**src/rtl/rgb_frame_writer.sv**
```systemverilog
// Packs an R,G,B byte stream from uart_rx into RGB444 pixels and writes them
// to the frame RAM with wrapping address, timeout resync, restart and RX LED.
module rgb_frame_writer #(
    parameter int FRAME_W       = 160,
    parameter int FRAME_H       = 120,
    parameter int ADDR_W        = 15,
    parameter int TIMEOUT_CLKS  = 52080,
    parameter int LED_HOLD_CLKS = 2500000
) (
    input  logic              i_Clock,
    input  logic              i_Reset,
    input  logic              i_Rx_DV,
    input  logic [7:0]        i_Rx_Byte,
    input  logic              i_Restart,
    output logic              o_Wr_En,
    output logic [ADDR_W-1:0] o_Wr_Addr,
    output logic [11:0]       o_Wr_Data,
    output logic              o_Frame_Done,
    output logic              o_Sync_Err,
    output logic              o_Busy,
    output logic              o_Rx_Led
);

    localparam int N     = FRAME_W * FRAME_H;
    localparam int TO_W  = (TIMEOUT_CLKS > 1) ? $clog2(TIMEOUT_CLKS) : 1;
    localparam int LED_W = $clog2(LED_HOLD_CLKS + 1);

    localparam logic [ADDR_W-1:0] LAST_ADDR = ADDR_W'(N - 1);
    localparam logic [TO_W-1:0]   TO_LAST   = TO_W'(TIMEOUT_CLKS - 1);
    localparam logic [LED_W-1:0]  LED_LOAD  = LED_W'(LED_HOLD_CLKS);

    typedef enum logic [1:0] {
        S_R,
        S_G,
        S_B
    } state_e;

    state_e            state_q;
    logic [3:0]        r_q;
    logic [3:0]        g_q;
    logic [ADDR_W-1:0] addr_q;
    logic [TO_W-1:0]   to_q;
    logic              wr_en_q;
    logic [ADDR_W-1:0] wr_addr_q;
    logic [11:0]       wr_data_q;
    logic              done_q;
    logic              err_q;
    logic [LED_W-1:0]  led_q;
    logic [LED_W-1:0]  led_d;
    logic              unused_lo;

    // Only the upper nibble of each colour survives RGB444 packing.
    assign unused_lo = ^i_Rx_Byte[3:0];

    always_ff @(posedge i_Clock or posedge i_Reset) begin
        if (i_Reset) begin
            state_q   <= S_R;
            r_q       <= '0;
            g_q       <= '0;
            addr_q    <= '0;
            to_q      <= '0;
            wr_en_q   <= 1'b0;
            wr_addr_q <= '0;
            wr_data_q <= '0;
            done_q    <= 1'b0;
            err_q     <= 1'b0;
        end else begin
            wr_en_q <= 1'b0;
            done_q  <= 1'b0;
            err_q   <= 1'b0;
            if (i_Restart) begin
                state_q <= S_R;
                addr_q  <= '0;
                to_q    <= '0;
            end else if (i_Rx_DV) begin
                to_q <= '0;
                unique case (state_q)
                    S_R: begin
                        r_q     <= i_Rx_Byte[7:4];
                        state_q <= S_G;
                    end
                    S_G: begin
                        g_q     <= i_Rx_Byte[7:4];
                        state_q <= S_B;
                    end
                    S_B: begin
                        wr_en_q   <= 1'b1;
                        wr_addr_q <= addr_q;
                        wr_data_q <= {r_q, g_q, i_Rx_Byte[7:4]};
                        done_q    <= (addr_q == LAST_ADDR);
                        addr_q    <= (addr_q == LAST_ADDR) ? '0
                                                           : addr_q + ADDR_W'(1);
                        state_q   <= S_R;
                    end
                    default: state_q <= S_R;
                endcase
            end else if (state_q != S_R) begin
                // Stalled mid-pixel: drop the partial pixel once idle too long.
                if (to_q == TO_LAST) begin
                    state_q <= S_R;
                    to_q    <= '0;
                    err_q   <= 1'b1;
                end else begin
                    to_q <= to_q + TO_W'(1);
                end
            end
        end
    end

    always_comb begin
        led_d = led_q;
        if (i_Rx_DV) begin
            led_d = LED_LOAD;
        end else if (led_q != '0) begin
            led_d = led_q - LED_W'(1);
        end
    end

    always_ff @(posedge i_Clock or posedge i_Reset) begin
        if (i_Reset) begin
            led_q <= '0;
        end else begin
            led_q <= led_d;
        end
    end

    assign o_Wr_En      = wr_en_q;
    assign o_Wr_Addr    = wr_addr_q;
    assign o_Wr_Data    = wr_data_q;
    assign o_Frame_Done = done_q;
    assign o_Sync_Err   = err_q;
    assign o_Busy       = (state_q != S_R);
    assign o_Rx_Led     = (led_q != '0);

endmodule
```
**config.mk**
```make
export PLATFORM = sky130hd
export DESIGN_NAME = rgb_frame_writer
export DESIGN_NICKNAME = d
export VERILOG_FILES = /design/src/rtl/rgb_frame_writer.sv
export SDC_FILE = /design/constraint.sdc
export NUM_CORES = 1
export LEC_CHECK = 0
export CAP_MARGIN = 30
export CORE_MARGIN = 2
export CORE_UTILIZATION = 49
export CTS_CLUSTER_SIZE = 30
export DETAILED_ROUTE_END_ITERATION = 8
export GPL_TIMING_DRIVEN = 0
export HOLD_SLACK_MARGIN = 0.05
export PLACE_DENSITY = 0.73
export SETUP_SLACK_MARGIN = 0.2
export SYNTH_ARGS = -nofsm -noshare
export SYNTH_HDL_FRONTEND = slang
export SYNTH_SLANG_ARGS = --single-unit
```
**constraint.sdc**
```tcl
create_clock -name i_Clock -period 6.65 [get_ports i_Clock]
set_input_delay 1.6625 -clock i_Clock [delete_from_list [all_inputs] [get_ports i_Clock]]
set_output_delay 1.6625 -clock i_Clock [all_outputs]
set_load 0.05 [all_outputs]
```
==> flow_summary.html, run 1 <==
<table>
<tr><th>Metric</th><th>Value</th></tr>
<tr><th colspan="2">Routing</th></tr>
<tr><td>Per-cell via count in the routed design</td><td>~5.6</td></tr>
<tr><td>Count of antenna-violating nets left after detailed routing</td><td>0</td></tr>
<tr><td>DRC Markers</td><td>0</td></tr>
<tr><td>Violation count after the first detailed-route iteration</td><td>118</td></tr>
<tr><td>Wire length reported by the detailed router</td><td>8380 um</td></tr>
<tr><td>Total vias in the final route</td><td>3169</td></tr>
<tr><td>First-pass detailed-route iteration total</td><td>4</td></tr>
<tr><td>Average wire per standard cell</td><td>14.9 um</td></tr>
<tr><th colspan="2">STA</th></tr>
<tr><td>RSZ-0062 raised after global routing</td><td>false</td></tr>
<tr><td>Number of hold violations in the final report</td><td>0</td></tr>
<tr><td>Minimum clock period</td><td>4.42 ns</td></tr>
<tr><td>Fin Hold WS</td><td>between 0.4 and 0.5 ns</td></tr>
<tr><td>Transition time at the pin with the least slew margin</td><td>around 0.85 ns</td></tr>
<tr><td>Final sum of negative setup slack</td><td>0 ns</td></tr>
<tr><td>Final setup violation count</td><td>0</td></tr>
<tr><td>Final setup skew</td><td>0.0103 ns</td></tr>
<tr><td>Max-slew violation count</td><td>0</td></tr>
<tr><td>Final clock period utilization by the worst path</td><td>0.665</td></tr>
<tr><td>Normalized max-slew margin</td><td>0.432</td></tr>
<tr><td>Highest attainable clock frequency</td><td>0.226 GHz</td></tr>
<tr><th colspan="2">Die</th></tr>
<tr><td>Placement row count</td><td>34</td></tr>
<tr><td>Standard cell core area</td><td>8680 um^2</td></tr>
<tr><td>Chip Width</td><td>~98 um</td></tr>
<tr><td>Die footprint</td><td>9700 um^2</td></tr>
<tr><td>Starting density of the core</td><td>0.504</td></tr>
<tr><td>Floorplan die height</td><td>98.5 um</td></tr>
<tr><td>Io pins</td><td>44</td></tr>
<tr><th colspan="2">Logic synthesis</th></tr>
<tr><td>Area share of the leading cell type in the synthesized netlist</td><td>0.532</td></tr>
<tr><td>Asr flop ratio synth</td><td>1.00</td></tr>
<tr><td>Post-Synthesis Mean Instance Area</td><td>approximately 11 um^2</td></tr>
<tr><td>Synthesis-stage register bit count</td><td>93</td></tr>
<tr><td>Number of flops mapped to enable cells by yosys</td><td>0</td></tr>
<tr><td>Total nets after synthesis</td><td>415</td></tr>
<tr><td>Number of warning messages in the yosys log</td><td>0</td></tr>
<tr><td>Largest area contributor in the synthesized netlist</td><td>sky130_fd_sc_hd__dfrtp_1</td></tr>
<tr><td>Leading cell types by total area after synthesis</td><td>sky130_fd_sc_hd__dfrtp_1 (53%), sky130_fd_sc_hd__mux2_2 (9.3%), sky130_fd_sc_hd__nor2_1 (4.2%)</td></tr>
<tr><td>Most used DFF post-synth</td><td>sky130_fd_sc_hd__dfrtp_1</td></tr>
<tr><td>Sequential area share after synthesis</td><td>0.532</td></tr>
<tr><td>Syn Inst Count</td><td>400</td></tr>
<tr><td>Count of different cell masters after synthesis</td><td>52</td></tr>
<tr><td>Post-synthesis instance area</td><td>4370 um^2</td></tr>
<tr><th colspan="2">Final layout</th></tr>
<tr><td>Final instance area</td><td>5110 um^2</td></tr>
<tr><td>Area growth from synthesis to layout</td><td>16.9%</td></tr>
<tr><td>Nets</td><td>~470</td></tr>
<tr><td>Area used by multi-input combinational logic</td><td>1950 um^2</td></tr>
<tr><td>Fill cell total of the finished layout</td><td>734</td></tr>
<tr><td>Diodes inserted</td><td>0</td></tr>
<tr><td>Total area of sequential cells</td><td>2330 um^2</td></tr>
<tr><td>Utilization after layout</td><td>0.589</td></tr>
<tr><td>Layout cell share with drive strength beyond 1</td><td>0.164</td></tr>
<tr><th colspan="2">Worst hold path</th></tr>
<tr><td>Hold WC Path Type</td><td>flop to flop</td></tr>
<tr><td>Worst min-delay path startpoint</td><td>to_q[15]$_DFFE_PP0P_</td></tr>
<tr><th colspan="2">Global route</th></tr>
<tr><td>Total GRT Usage</td><td>0.186</td></tr>
<tr><td>Number of antenna violations at the first check in global routing</td><td>0</td></tr>
<tr><td>Pin count of the biggest net entering global routing</td><td>64</td></tr>
<tr><td>Wire length of the first global-routing pass</td><td>14700 um</td></tr>
<tr><td>Via count of the first global-routing pass</td><td>3079</td></tr>
<tr><td>Final global-route overflow total</td><td>0</td></tr>
<tr><th colspan="2">Placement</th></tr>
<tr><td>DP Area</td><td>4930 um^2</td></tr>
<tr><td>Final HPWL DP</td><td>~5800 um</td></tr>
<tr><td>Routability-driven placement congestion ratio</td><td>0.816</td></tr>
<tr><td>Number of buffers added on ports</td><td>39</td></tr>
<tr><th colspan="2">Job</th></tr>
<tr><td>Max-Cap Viols</td><td>0</td></tr>
<tr><th colspan="2">Clocking</th></tr>
<tr><td>Post-cts resize count</td><td>0</td></tr>
<tr><td>Clock root buffer master</td><td>sky130_fd_sc_hd__clkbuf_8</td></tr>
<tr><td>Number of clock sinks</td><td>93</td></tr>
<tr><td>Number of hold buffers added after CTS</td><td>0</td></tr>
<tr><td>Clk slew on worst S/H paths</td><td>0.09 ns</td></tr>
<tr><td>Count of buffers added by post-CTS timing repair for setup</td><td>0</td></tr>
<tr><td>Clock network latency to the later pin of the worst-skew pair</td><td>0.37 ns</td></tr>
<tr><td>Clock tree from TritonCTS</td><td>yes</td></tr>
<tr><td>Total CTS buffers</td><td>9</td></tr>
<tr><td>Buffer levels on the longest clock path</td><td>2</td></tr>
<tr><td>CTS H-Tree Depth</td><td>3</td></tr>
<tr><th colspan="2">Worst setup path</th></tr>
<tr><td>Slowest cell on the critical path</td><td>sky130_fd_sc_hd__clkdlybuf4s50_1</td></tr>
<tr><td>Largest driver fanout on the critical path</td><td>10</td></tr>
<tr><td>Critical path required time</td><td>4.99 ns</td></tr>
<tr><td>Crit. End Element</td><td>primary output</td></tr>
<tr><td>Crit Reg-Reg Startpoint</td><td>to_q[0]$_DFFE_PP0P_</td></tr>
<tr><td>Critical path start-end classification</td><td>flop to primary output</td></tr>
<tr><td>Crit path arrival time</td><td>2.76 ns</td></tr>
<tr><td>Worst Setup Start Kind</td><td>flop</td></tr>
<tr><td>Cell Chain, Critical Path</td><td>nor4_2 -&gt; nand4_1 -&gt; clkbuf_1 -&gt; nor2_2 -&gt; inv_1 -&gt; clkdlybuf4s50_1</td></tr>
<tr><td>Critical path's largest stage delay</td><td>0.69 ns</td></tr>
<tr><td>Critical Path Source</td><td>led_q[2]$_DFFE_PP0P_</td></tr>
<tr><th colspan="2">Run status</th></tr>
<tr><td>Outcome</td><td>finished, final reports clean</td></tr>
<tr><th colspan="2">Power</th></tr>
<tr><td>Areal power density over the cells</td><td>240 nW/um^2</td></tr>
<tr><td>Leakage power of the design</td><td>about 0.0021 uW</td></tr>
<tr><td>Worst VDD drop</td><td>0.195 mV</td></tr>
</table>
-- final timing paths --
check / endpoint / slack (ns) / cells past startpoint
max in group asynchronous: led_q[18]$_DFFE_PP0P_ / 4.36 / 3
worst min-delay path: to_q[15]$_DFFE_PP0P_ / 0.48 / 1
worst max-delay path: o_Rx_Led / 2.23 / 6
worst max register to register: to_q[11]$_DFFE_PP0P_ / 4.36 / 6
worst min register to register: to_q[15]$_DFFE_PP0P_ / 0.48 / 1
min in group asynchronous: o_Frame_Done$_DFF_PP0_ / 1.65 / 2
-- registers in the layout, summed over array words and instances, names as in the netlist --
name and count:
led_q 22, to_q 16, addr_q 15, o_Wr_Addr 15, o_Wr_Data 12, g_q 4, r_q 4, state_q 2
o_Frame_Done 1, o_Sync_Err 1, o_Wr_En 1
-- final cells by class --
| cell class | count | share of cell area |
|---|---|---|
| plain buffers | 13 | 0.0132 |
| clock buffers | 9 | 0.0242 |
| clock inverters | 7 | 0.0115 |
| inverters | 9 | 0.00710 |
| multi-input cells | 285 | 0.381 |
| flip-flops and latches | 93 | 0.455 |
| well taps | 108 | 0.0264 |
| repair buffers | 40 | 0.0817 |
-- cells in the final DEF (no fill, tap or decap), types with 4 or more instances in the layout --
cell type | netlist | routed
sky130_fd_sc_hd__clkinvlp_4 | 0 | 4
sky130_fd_sc_hd__clkbuf_1 | 8 | 8
sky130_fd_sc_hd__xor2_1 | 20 | 20
sky130_fd_sc_hd__nor3_1 | 9 | 9
sky130_fd_sc_hd__nand3_1 | 19 | 19
sky130_fd_sc_hd__a31oi_1 | 4 | 4
sky130_fd_sc_hd__inv_1 | 9 | 8
sky130_fd_sc_hd__or3_1 | 5 | 5
sky130_fd_sc_hd__o21ai_0 | 15 | 15
sky130_fd_sc_hd__mux2_2 | 36 | 36
sky130_fd_sc_hd__and3_1 | 7 | 7
sky130_fd_sc_hd__a21oi_1 | 13 | 13
sky130_fd_sc_hd__nor2_1 | 49 | 49
sky130_fd_sc_hd__clkbuf_8 | 0 | 9
sky130_fd_sc_hd__mux2i_1 | 5 | 5
sky130_fd_sc_hd__nand2_1 | 21 | 21
sky130_fd_sc_hd__nand2b_1 | 5 | 5
sky130_fd_sc_hd__clkdlybuf4s50_1 | 0 | 39
sky130_fd_sc_hd__nor4_1 | 5 | 5
sky130_fd_sc_hd__nor2b_1 | 5 | 5
sky130_fd_sc_hd__xnor2_1 | 8 | 8
sky130_fd_sc_hd__dfrtp_1 | 93 | 93
sky130_fd_sc_hd__nand4_1 | 10 | 10
-- layer usage --
metal,track usage,vias up,wire (um)
li1,-,1517,-
met1,0.263,1586,4020
met2,0.286,58,3940
met3,0.0426,8,307
met4,0.0653,0,112
met5,0,-,0
-- power by group --
| part | switching [uW] | total, uW | internal [uW] |
|---|---|---|---|
| clock | 212 | 352 | 140 |
| sequential | 32.2 | 642 | 610 |
| combinational | 142 | 232 | 89.6 |
| total | 386 | 1230 | 839 |
-- cell families after synthesis --
kind of cell | count (synthesis) | share of synthesized area
adders and majority gates | 3 | 0.00858
AOI/OAI and AO/OA | 49 | 0.0738
xor gates and xnor gates | 28 | 0.0561
muxes | 41 | 0.104
and+or+nand+nor | 164 | 0.202
DFF | 93 | 0.532
buffers and inverters | 22 | 0.0232
-- synthesized netlist by cell type, types with 4 or more instances --
master / number
sky130_fd_sc_hd__dfrtp_1: 93
sky130_fd_sc_hd__nor2_1: 49
sky130_fd_sc_hd__mux2_2: 36
sky130_fd_sc_hd__nand2_1: 21
sky130_fd_sc_hd__xor2_1: 20
sky130_fd_sc_hd__nand3_1: 19
sky130_fd_sc_hd__o21ai_0: 15
sky130_fd_sc_hd__a21oi_1: 13
sky130_fd_sc_hd__nand4_1: 10
sky130_fd_sc_hd__inv_1: 9
sky130_fd_sc_hd__nor3_1: 9
sky130_fd_sc_hd__clkbuf_1: 8
sky130_fd_sc_hd__xnor2_1: 8
sky130_fd_sc_hd__and3_1: 7
sky130_fd_sc_hd__mux2i_1: 5
sky130_fd_sc_hd__nand2b_1: 5
sky130_fd_sc_hd__nor2b_1: 5
sky130_fd_sc_hd__nor4_1: 5
sky130_fd_sc_hd__or3_1: 5
sky130_fd_sc_hd__a31oi_1: 4
-- worst max-delay path, delay by kind of cell, from the launching register on --
kind | cells | cell delay (ns)
buf+inv | 3 | 1.02
simple gates | 3 | 0.91
flops | 1 | 0.47
-- stage by stage --
stage	setup WS, ns	power, uW	std cells
finish	2.23	1230	564
global route	2.01	1280	564
CTS	2.22	1240	564
detailed placement	2.64	886	548
global placement	1.20	878	547
floorplan	2.57	808	400
(Power assumes the default switching activity.)
==> inputs of run 2 (changes only) <==
- PLACE_DENSITY: 0.73 -> 0.76
- clock period: 6.65 -> 3.6 ns (I/O delays scaled with it)
==> run 2 against run 1 <==
Against the previous run: core utilization grew 0.26 points; wire length grew 0.47%; combinational power grew 86%; sequential share of layout area shrank 0.20 points; worst hold slack gained 0.011 ns; critical endpoint unchanged; highest routed layer unchanged.
==> flow_summary.html, run 2 (synthesis gave the netlist of run 1 again) <==
<table>
<tr><th>Metric</th><th>Value</th></tr>
<tr><th colspan="2">Worst setup path</th></tr>
<tr><td>Cell Chain, Critical Path</td><td>nor4_4 -&gt; nand4_1 -&gt; clkbuf_2 -&gt; nor2_4 -&gt; inv_1 -&gt; dlygate4sd2_1</td></tr>
<tr><td>Largest driver fanout on the critical path</td><td>10 (unchanged)</td></tr>
<tr><td>Slowest cell on the critical path</td><td>sky130_fd_sc_hd__dfrtp_1</td></tr>
<tr><td>Crit path arrival time</td><td>2.31 ns (-0.45 ns)</td></tr>
<tr><td>Worst Setup Start Kind</td><td>flop</td></tr>
<tr><td>Crit. End Element</td><td>primary output</td></tr>
<tr><td>Cells on worst reg2reg path</td><td>6 (unchanged)</td></tr>
<tr><td>Critical path start-end classification</td><td>flop to primary output</td></tr>
<tr><td>Critical path's largest stage delay</td><td>0.47 ns (-0.22 ns)</td></tr>
<tr><td>Critical path required time</td><td>2.70 ns (-2.29 ns)</td></tr>
<tr><th colspan="2">Global route</th></tr>
<tr><td>Total GRT Usage</td><td>0.186 (-0.000286)</td></tr>
<tr><td>Pin count of the biggest net entering global routing</td><td>58 (-9.4%)</td></tr>
<tr><td>Via count of the first global-routing pass</td><td>3081 (+0.065%)</td></tr>
<tr><td>Wire length of the first global-routing pass</td><td>14600 um (-0.99%)</td></tr>
<tr><td>Number of antenna violations at the first check in global routing</td><td>0 (unchanged)</td></tr>
<tr><td>Final global-route overflow total</td><td>0 (unchanged)</td></tr>
<tr><th colspan="2">Clocking</th></tr>
<tr><td>Total CTS buffers</td><td>9 (unchanged)</td></tr>
<tr><td>Clock network latency to the later pin of the worst-skew pair</td><td>0.37 ns (about the same)</td></tr>
<tr><td>Number of clock sinks</td><td>93 (unchanged)</td></tr>
<tr><td>CTS H-Tree Depth</td><td>3 (unchanged)</td></tr>
<tr><td>Clock tree from TritonCTS</td><td>yes</td></tr>
<tr><td>Clock root buffer master</td><td>sky130_fd_sc_hd__clkbuf_8</td></tr>
<tr><td>Clk slew on worst S/H paths</td><td>0.09 ns (about the same)</td></tr>
<tr><td>Number of hold buffers added after CTS</td><td>0 (unchanged)</td></tr>
<tr><td>Count of buffers added by post-CTS timing repair for setup</td><td>0 (unchanged)</td></tr>
<tr><td>Buffer levels on the longest clock path</td><td>2 (unchanged)</td></tr>
<tr><th colspan="2">Job</th></tr>
<tr><td>Max-Cap Viols</td><td>0 (unchanged)</td></tr>
<tr><th colspan="2">STA</th></tr>
<tr><td>Fin Hold WS</td><td>0.491 ns (+0.0109 ns)</td></tr>
<tr><td>Post-layout worst setup margin</td><td>0.391 ns (-1.84 ns)</td></tr>
<tr><td>Transition time at the pin with the least slew margin</td><td>0.800 ns (-0.0499 ns)</td></tr>
<tr><td>Final setup violation count</td><td>0 (unchanged)</td></tr>
<tr><td>Max-slew violation count</td><td>0 (unchanged)</td></tr>
<tr><td>Final clock period utilization by the worst path</td><td>0.891</td></tr>
<tr><td>Normalized max-slew margin</td><td>0.465 (+0.0333)</td></tr>
<tr><td>Highest attainable clock frequency</td><td>0.312 GHz</td></tr>
<tr><td>Number of hold violations in the final report</td><td>0 (unchanged)</td></tr>
<tr><td>Minimum clock period</td><td>3.21 ns</td></tr>
<tr><td>Final setup skew</td><td>0.0132 ns (+0.00289 ns)</td></tr>
<tr><td>RSZ-0062 raised after global routing</td><td>false</td></tr>
<tr><th colspan="2">Routing</th></tr>
<tr><td>First-pass detailed-route iteration total</td><td>4 (unchanged)</td></tr>
<tr><td>Total vias in the final route</td><td>3112 (-1.8%)</td></tr>
<tr><td>DRC Markers</td><td>0 (unchanged)</td></tr>
<tr><td>DR WL met2</td><td>3930 um (-0.15%)</td></tr>
<tr><td>Violation count after the first detailed-route iteration</td><td>99 (-16%)</td></tr>
<tr><td>Routed met3 length</td><td>315 um (+2.6%)</td></tr>
<tr><td>Count of antenna-violating nets left after detailed routing</td><td>0 (unchanged)</td></tr>
<tr><td>Wire length reported by the detailed router</td><td>8420 um (+0.47%)</td></tr>
<tr><td>Average wire per standard cell</td><td>14.9 um (+0.47%)</td></tr>
<tr><td>Per-cell via count in the routed design</td><td>5.52 (-1.8%)</td></tr>
<tr><td>Routed length on met1</td><td>4040 um (+0.52%)</td></tr>
<tr><td>Highest metal layer with signal wires</td><td>met4</td></tr>
<tr><th colspan="2">Worst hold path</th></tr>
<tr><td>Min-Delay Path Depth</td><td>1 (unchanged)</td></tr>
<tr><td>Hold WC Path Type</td><td>flop to flop</td></tr>
<tr><th colspan="2">Final layout</th></tr>
<tr><td>Highest-count cells in the layout ignoring fill and taps</td><td>sky130_fd_sc_hd__dfrtp_1 (93), sky130_fd_sc_hd__nor2_1 (49), sky130_fd_sc_hd__clkdlybuf4s50_1 (38)</td></tr>
<tr><td>Top reg by flops</td><td>led_q</td></tr>
<tr><td>Max FFs per register</td><td>22 (unchanged)</td></tr>
<tr><td>Commonest non-fill, non-tap cell in the layout</td><td>sky130_fd_sc_hd__dfrtp_1</td></tr>
<tr><td>Number of standard cells in the layout, taps in and fillers out</td><td>564 (unchanged)</td></tr>
<tr><td>Diodes inserted</td><td>0 (unchanged)</td></tr>
<tr><td>Layout cell share with drive strength beyond 1</td><td>0.171 (+0.00658)</td></tr>
<tr><td>Nets</td><td>466 (unchanged)</td></tr>
<tr><td>Registers with the most flip-flops</td><td>led_q: 22 flops, to_q: 16 flops</td></tr>
<tr><td>Area growth from synthesis to layout</td><td>17.4%</td></tr>
<tr><th colspan="2">Die</th></tr>
<tr><td>Standard cell core area</td><td>8680 um^2 (unchanged)</td></tr>
<tr><td>Io pins</td><td>44 (unchanged)</td></tr>
<tr><td>Starting density of the core</td><td>0.504 (unchanged)</td></tr>
<tr><td>Placement row count</td><td>34 (unchanged)</td></tr>
<tr><td>Die footprint</td><td>9700 um^2 (unchanged)</td></tr>
<tr><td>Chip Width</td><td>98.5 um (unchanged)</td></tr>
<tr><td>Floorplan die height</td><td>98.5 um (unchanged)</td></tr>
<tr><th colspan="2">Placement</th></tr>
<tr><td>Routability-driven placement congestion ratio</td><td>0.848 (+3.9%)</td></tr>
<tr><td>Number of buffers added on ports</td><td>39 (unchanged)</td></tr>
<tr><td>Worst slack, placed</td><td>0.293 ns (-2.35 ns)</td></tr>
<tr><td>Final HPWL DP</td><td>5800 um (-0.75%)</td></tr>
<tr><td>Placed Cells</td><td>548 (unchanged)</td></tr>
<tr><th colspan="2">Power</th></tr>
<tr><td>Leakage power of the design</td><td>0.00215 uW (+0.23%)</td></tr>
<tr><td>Areal power density over the cells</td><td>440 nW/um^2 (+84%)</td></tr>
<tr><td>Worst VDD drop</td><td>0.376 mV (+93%)</td></tr>
<tr><th colspan="2">Run status</th></tr>
<tr><td>Outcome</td><td>finished, final reports clean</td></tr>
</table>
[run 2: worst paths after layout]
kind / startpoint / end / slack, ns
worst max-delay path: led_q[3]$_DFFE_PP0P_ / o_Rx_Led / 0.39
worst min-delay path: to_q[15]$_DFFE_PP0P_ / to_q[15]$_DFFE_PP0P_ / 0.49
worst max register to register: to_q[1]$_DFFE_PP0P_ / to_q[11]$_DFFE_PP0P_ / 1.30
worst min register to register: to_q[15]$_DFFE_PP0P_ / to_q[15]$_DFFE_PP0P_ / 0.49
max in group asynchronous: i_Reset / led_q[10]$_DFFE_PP0P_ / 2.08
min in group asynchronous: i_Reset / o_Wr_Data[5]$_DFFE_PP0P_ / 0.90
[run 2: metal layers]
metal | GRT usage | up-vias
met5 | 0 | -
met4 | 0.0611 | 0
met3 | 0.0511 | 10
met2 | 0.288 | 52
met1 | 0.257 | 1530
li1 | - | 1520
[run 2: layout make-up]
| class | count | area [um^2] |
|---|---|---|
| well taps | 108 | 135 |
| fillers | 747 | 3540 |
| plain buffers | 13 | 68.8 |
| flip-flops and latches | 93 | 2330 |
| clock inverters | 7 | 56.3 |
| inverters | 9 | 36.3 |
| multi-input cells | 285 | 1970 |
| clock buffers | 9 | 124 |
| repair buffers | 40 | 417 |
[run 2: where the power goes]
group          switching [uW]  internal, uW
Clock                     383           259
Combinational             262           168
Sequential               63.5          1130
Total                     708          1550
[run 2: critical path: cells and delay by family (launching register included)]
kind | cells | cell delay, ns
flops | 1 | 0.47
buf+inv | 3 | 0.71
simple gates | 3 | 0.76
[run 2: what timing repair did]
item	CTS	global route
gates resized for setup	3	4
setup endpoints to repair	1	1
endpoints found under the hold margin	0	0
cloned	0	0
pin swaps	0	1
[run 2: through the flow]
step / total power, uW / TNS (ns) / utilization / instance area [um^2]
2_1_floorplan: 1490 / 0 / - / 4370
3_3_place_gp: 1620 / -96.22 / 0.565 / 4900
3_5_place_dp: 1640 / 0 / 0.568 / 4930
4_1_cts: 2290 / 0 / 0.590 / 5120
5_1_grt: 2370 / 0 / 0.592 / 5130
6_report: 2260 / 0 / 0.592 / 5130
==> inputs of run 3 (changes only) <==
- CELL_PAD_IN_SITES_DETAIL_PLACEMENT: not set -> 2
- CELL_PAD_IN_SITES_GLOBAL_PLACEMENT: not set -> 2
- CORE_UTILIZATION: 49 -> 34
- PLACE_DENSITY: 0.76 -> 0.79
==> run 3 against run 2 <==
Against the previous run: power is 17% higher; core utilization fell by 16 points; count of clock-buffer cells in the layout did not move; sequential power about the same.
==> flow_summary.html, run 3 (synthesis gave the netlist of run 1 again) <==
<table>
<tr><th>Metric</th><th>Value</th></tr>
<tr><th colspan="2">Worst setup path</th></tr>
<tr><td>Crit path arrival time</td><td>2.37 ns (+0.06 ns)</td></tr>
<tr><td>Buffer and inverter count on the worst path</td><td>3 (unchanged)</td></tr>
<tr><td>Slowest cell on the critical path</td><td>sky130_fd_sc_hd__dfrtp_1</td></tr>
<tr><td>Crit Reg-Reg Startpoint</td><td>to_q[0]$_DFFE_PP0P_</td></tr>
<tr><td>Worst Setup Start Kind</td><td>flop</td></tr>
<tr><td>Crit. End Element</td><td>primary output</td></tr>
<tr><td>Critical path start-end classification</td><td>flop to primary output</td></tr>
<tr><td>Critical path required time</td><td>2.70 ns (about the same)</td></tr>
<tr><td>Critical path's largest stage delay</td><td>0.46 ns (about the same)</td></tr>
<tr><td>Cell family with the largest share of critical-path delay</td><td>simple AND/OR/NAND/NOR gates</td></tr>
<tr><td>Critical Path Source</td><td>led_q[3]$_DFFE_PP0P_</td></tr>
<tr><td>Cell Chain, Critical Path</td><td>nor4_4 -&gt; nand4_1 -&gt; clkbuf_2 -&gt; nor2_4 -&gt; inv_1 -&gt; dlygate4sd2_1</td></tr>
<tr><td>Largest driver fanout on the critical path</td><td>10 (unchanged)</td></tr>
<tr><th colspan="2">STA</th></tr>
<tr><td>Highest attainable clock frequency</td><td>0.306 GHz (-1.8%)</td></tr>
<tr><td>Final setup violation count</td><td>0 (unchanged)</td></tr>
<tr><td>RSZ-0062 raised after global routing</td><td>false</td></tr>
<tr><td>Fin Hold WS</td><td>0.504 ns (+0.0129 ns)</td></tr>
<tr><td>Number of hold violations in the final report</td><td>0 (unchanged)</td></tr>
<tr><td>Normalized max-slew margin</td><td>0.443 (-0.0224)</td></tr>
<tr><td>Minimum clock period</td><td>3.27 ns (+0.0584 ns)</td></tr>
<tr><td>Final clock period utilization by the worst path</td><td>0.908 (+0.0162)</td></tr>
<tr><td>Max-slew violation count</td><td>0 (unchanged)</td></tr>
<tr><td>Transition time at the pin with the least slew margin</td><td>0.834 ns (+0.0335 ns)</td></tr>
<tr><td>Final setup skew</td><td>0.00628 ns (-0.00694 ns)</td></tr>
<tr><td>Final sum of negative setup slack</td><td>0 ns (unchanged)</td></tr>
<tr><th colspan="2">Clocking</th></tr>
<tr><td>Clk slew on worst S/H paths</td><td>0.07 ns (-0.02 ns)</td></tr>
<tr><td>Buffer levels on the longest clock path</td><td>2 (unchanged)</td></tr>
<tr><td>Clock tree from TritonCTS</td><td>yes</td></tr>
<tr><td>Number of clock sinks</td><td>93 (unchanged)</td></tr>
<tr><td>Clock root buffer master</td><td>sky130_fd_sc_hd__clkbuf_16</td></tr>
<tr><td>Clock network latency to the later pin of the worst-skew pair</td><td>0.35 ns (-0.02 ns)</td></tr>
<tr><td>CTS H-Tree Depth</td><td>3 (unchanged)</td></tr>
<tr><td>Total CTS buffers</td><td>9 (unchanged)</td></tr>
<tr><th colspan="2">Power</th></tr>
<tr><td>Leakage power of the design</td><td>0.00222 uW (+3.5%)</td></tr>
<tr><td>Areal power density over the cells</td><td>493 nW/um^2 (+12%)</td></tr>
<tr><td>Worst VDD drop</td><td>0.301 mV (-20%)</td></tr>
<tr><th colspan="2">Routing</th></tr>
<tr><td>Total vias in the final route</td><td>3257 (+4.7%)</td></tr>
<tr><td>Violation count after the first detailed-route iteration</td><td>59 (-40%)</td></tr>
<tr><td>Wire length reported by the detailed router</td><td>11100 um (+32%)</td></tr>
<tr><td>Count of antenna-violating nets left after detailed routing</td><td>0 (unchanged)</td></tr>
<tr><td>Per-cell via count in the routed design</td><td>5.18 (-6.2%)</td></tr>
<tr><td>DRC Markers</td><td>0 (unchanged)</td></tr>
<tr><td>Average wire per standard cell</td><td>17.6 um (+18%)</td></tr>
<tr><td>First-pass detailed-route iteration total</td><td>4 (unchanged)</td></tr>
<tr><th colspan="2">Die</th></tr>
<tr><td>Io pins</td><td>44 (unchanged)</td></tr>
<tr><td>Die footprint</td><td>13800 um^2 (+42%)</td></tr>
<tr><td>Starting density of the core</td><td>0.348 (-0.156)</td></tr>
<tr><td>Standard cell core area</td><td>12600 um^2 (+45%)</td></tr>
<tr><td>Placement row count</td><td>41 (+21%)</td></tr>
<tr><td>Floorplan die height</td><td>117 um (+19%)</td></tr>
<tr><td>Chip Width</td><td>117 um (+19%)</td></tr>
<tr><th colspan="2">Final layout</th></tr>
<tr><td>Highest-count cells in the layout ignoring fill and taps</td><td>sky130_fd_sc_hd__dfrtp_1 (93), sky130_fd_sc_hd__nor2_1 (49), sky130_fd_sc_hd__clkdlybuf4s50_1 (38)</td></tr>
<tr><td>Nets</td><td>467 (+0.21%)</td></tr>
<tr><td>Registers with the most flip-flops</td><td>led_q: 22 flops, to_q: 16 flops</td></tr>
<tr><td>Layout cell share with drive strength beyond 1</td><td>0.173 (+0.00181)</td></tr>
<tr><td>Max FFs per register</td><td>22 (unchanged)</td></tr>
<tr><td>Commonest non-fill, non-tap cell in the layout</td><td>sky130_fd_sc_hd__dfrtp_1</td></tr>
<tr><td>Top reg by flops</td><td>led_q</td></tr>
<tr><td>Utilization after layout</td><td>0.427 (-0.165)</td></tr>
<tr><td>Area growth from synthesis to layout</td><td>22.7%</td></tr>
<tr><td>Diodes inserted</td><td>0 (unchanged)</td></tr>
<tr><th colspan="2">Global route</th></tr>
<tr><td>Wire length of the first global-routing pass</td><td>19000 um (+30%)</td></tr>
<tr><td>Pin count of the biggest net entering global routing</td><td>72 (+24%)</td></tr>
<tr><td>Number of antenna violations at the first check in global routing</td><td>0 (unchanged)</td></tr>
<tr><td>Met3 track demand over resource in global routing</td><td>0.0243 (-0.0267)</td></tr>
<tr><td>Global-route layer with the greatest usage</td><td>met2</td></tr>
<tr><td>Final global-route overflow total</td><td>0 (unchanged)</td></tr>
<tr><td>Global routing usage on met1</td><td>0.227 (-0.0300)</td></tr>
<tr><td>Via count of the first global-routing pass</td><td>3578 (+16%)</td></tr>
<tr><td>Total GRT Usage</td><td>0.171 (-0.0147)</td></tr>
<tr><td>Met2 Resource Use GR</td><td>0.285 (-0.00324)</td></tr>
<tr><th colspan="2">Placement</th></tr>
<tr><td>Number of buffers added on ports</td><td>39 (unchanged)</td></tr>
<tr><td>Final HPWL DP</td><td>7920 um (+37%)</td></tr>
<tr><td>Routability-driven placement congestion ratio</td><td>0.749 (-12%)</td></tr>
<tr><th colspan="2">Worst hold path</th></tr>
<tr><td>Hold WC Path Type</td><td>flop to flop</td></tr>
<tr><td>Worst min-delay path startpoint</td><td>to_q[15]$_DFFE_PP0P_</td></tr>
<tr><th colspan="2">Job</th></tr>
<tr><td>Max-Cap Viols</td><td>0 (unchanged)</td></tr>
<tr><th colspan="2">Run status</th></tr>
<tr><td>Outcome</td><td>finished, final reports clean</td></tr>
</table>
## run 3: changes by cell type in the layout (fill, tap and decap cells not counted), sizes merged
cell	previous run	this run
bufinv	0	1
buf	6	7
clkinv	1	2
clkinvlp	3	0
inv	12	13
## run 3: repair_timing
action,in CTS,in global routing
hold buffers,0,0
endpoints found under the setup margin,1,1
setup buffers,0,1
pin swaps,0,1
gates resized for setup,4,4
## run 3: through the flow
step / std cells / cell area (um^2) / setup WS (ns) / power, uW
floorplan: 400 / 4370 / 0.280 / 1490
global placement: 611 / 4980 / -1.29 / 1630
detailed placement: 612 / 5010 / 0.126 / 1660
CTS: 628 / 5340 / 0.221 / 2680
global route: 629 / 5370 / 0.204 / 2760
finish: 629 / 5370 / 0.332 / 2650
## run 3: final cells by class
class | instances | area [um^2]
Buffer | 13 | 68.8
Sequential cell | 93 | 2330
Clock buffer | 9 | 225
Tap cell | 172 | 215
Inverter | 9 | 36.3
Multi-Input combinational cell | 285 | 1980
Clock inverter | 7 | 90.1
Timing Repair Buffer | 41 | 424
Fill cell | 1319 | 7200
## run 3: final timing paths
check                      cells after the start                   endpoint  slack [ns]
min                                            1       to_q[15]$_DFFE_PP0P_        0.50
min reg2reg                                    1       to_q[15]$_DFFE_PP0P_        0.50
max in group asynchronous                      3  o_Wr_Addr[12]$_DFFE_PP0P_        2.08
max                                            6                   o_Rx_Led        0.33
min in group asynchronous                      2       to_q[11]$_DFFE_PP0P_        0.87
max reg2reg                                    6        to_q[7]$_DFFE_PP0P_        1.27
## run 3: per-layer routing
metal | vias to the layer above | wire length, um
li1 | 1511 | -
met1 | 1702 | 5050
met2 | 32 | 5670
met3 | 12 | 190
met4 | 0 | 183
met5 | - | 0
## run 3: where the power goes
| group | internal [uW] | switching, uW | leakage [uW] | total (uW) |
|---|---|---|---|---|
| logic | 171 | 276 | 0.000846 | 447 |
| registers | 1130 | 68.0 | 0.00122 | 1190 |
| clock network | 556 | 450 | 0.000154 | 1010 |
| total | 1850 | 794 | 0.00222 | 2650 |
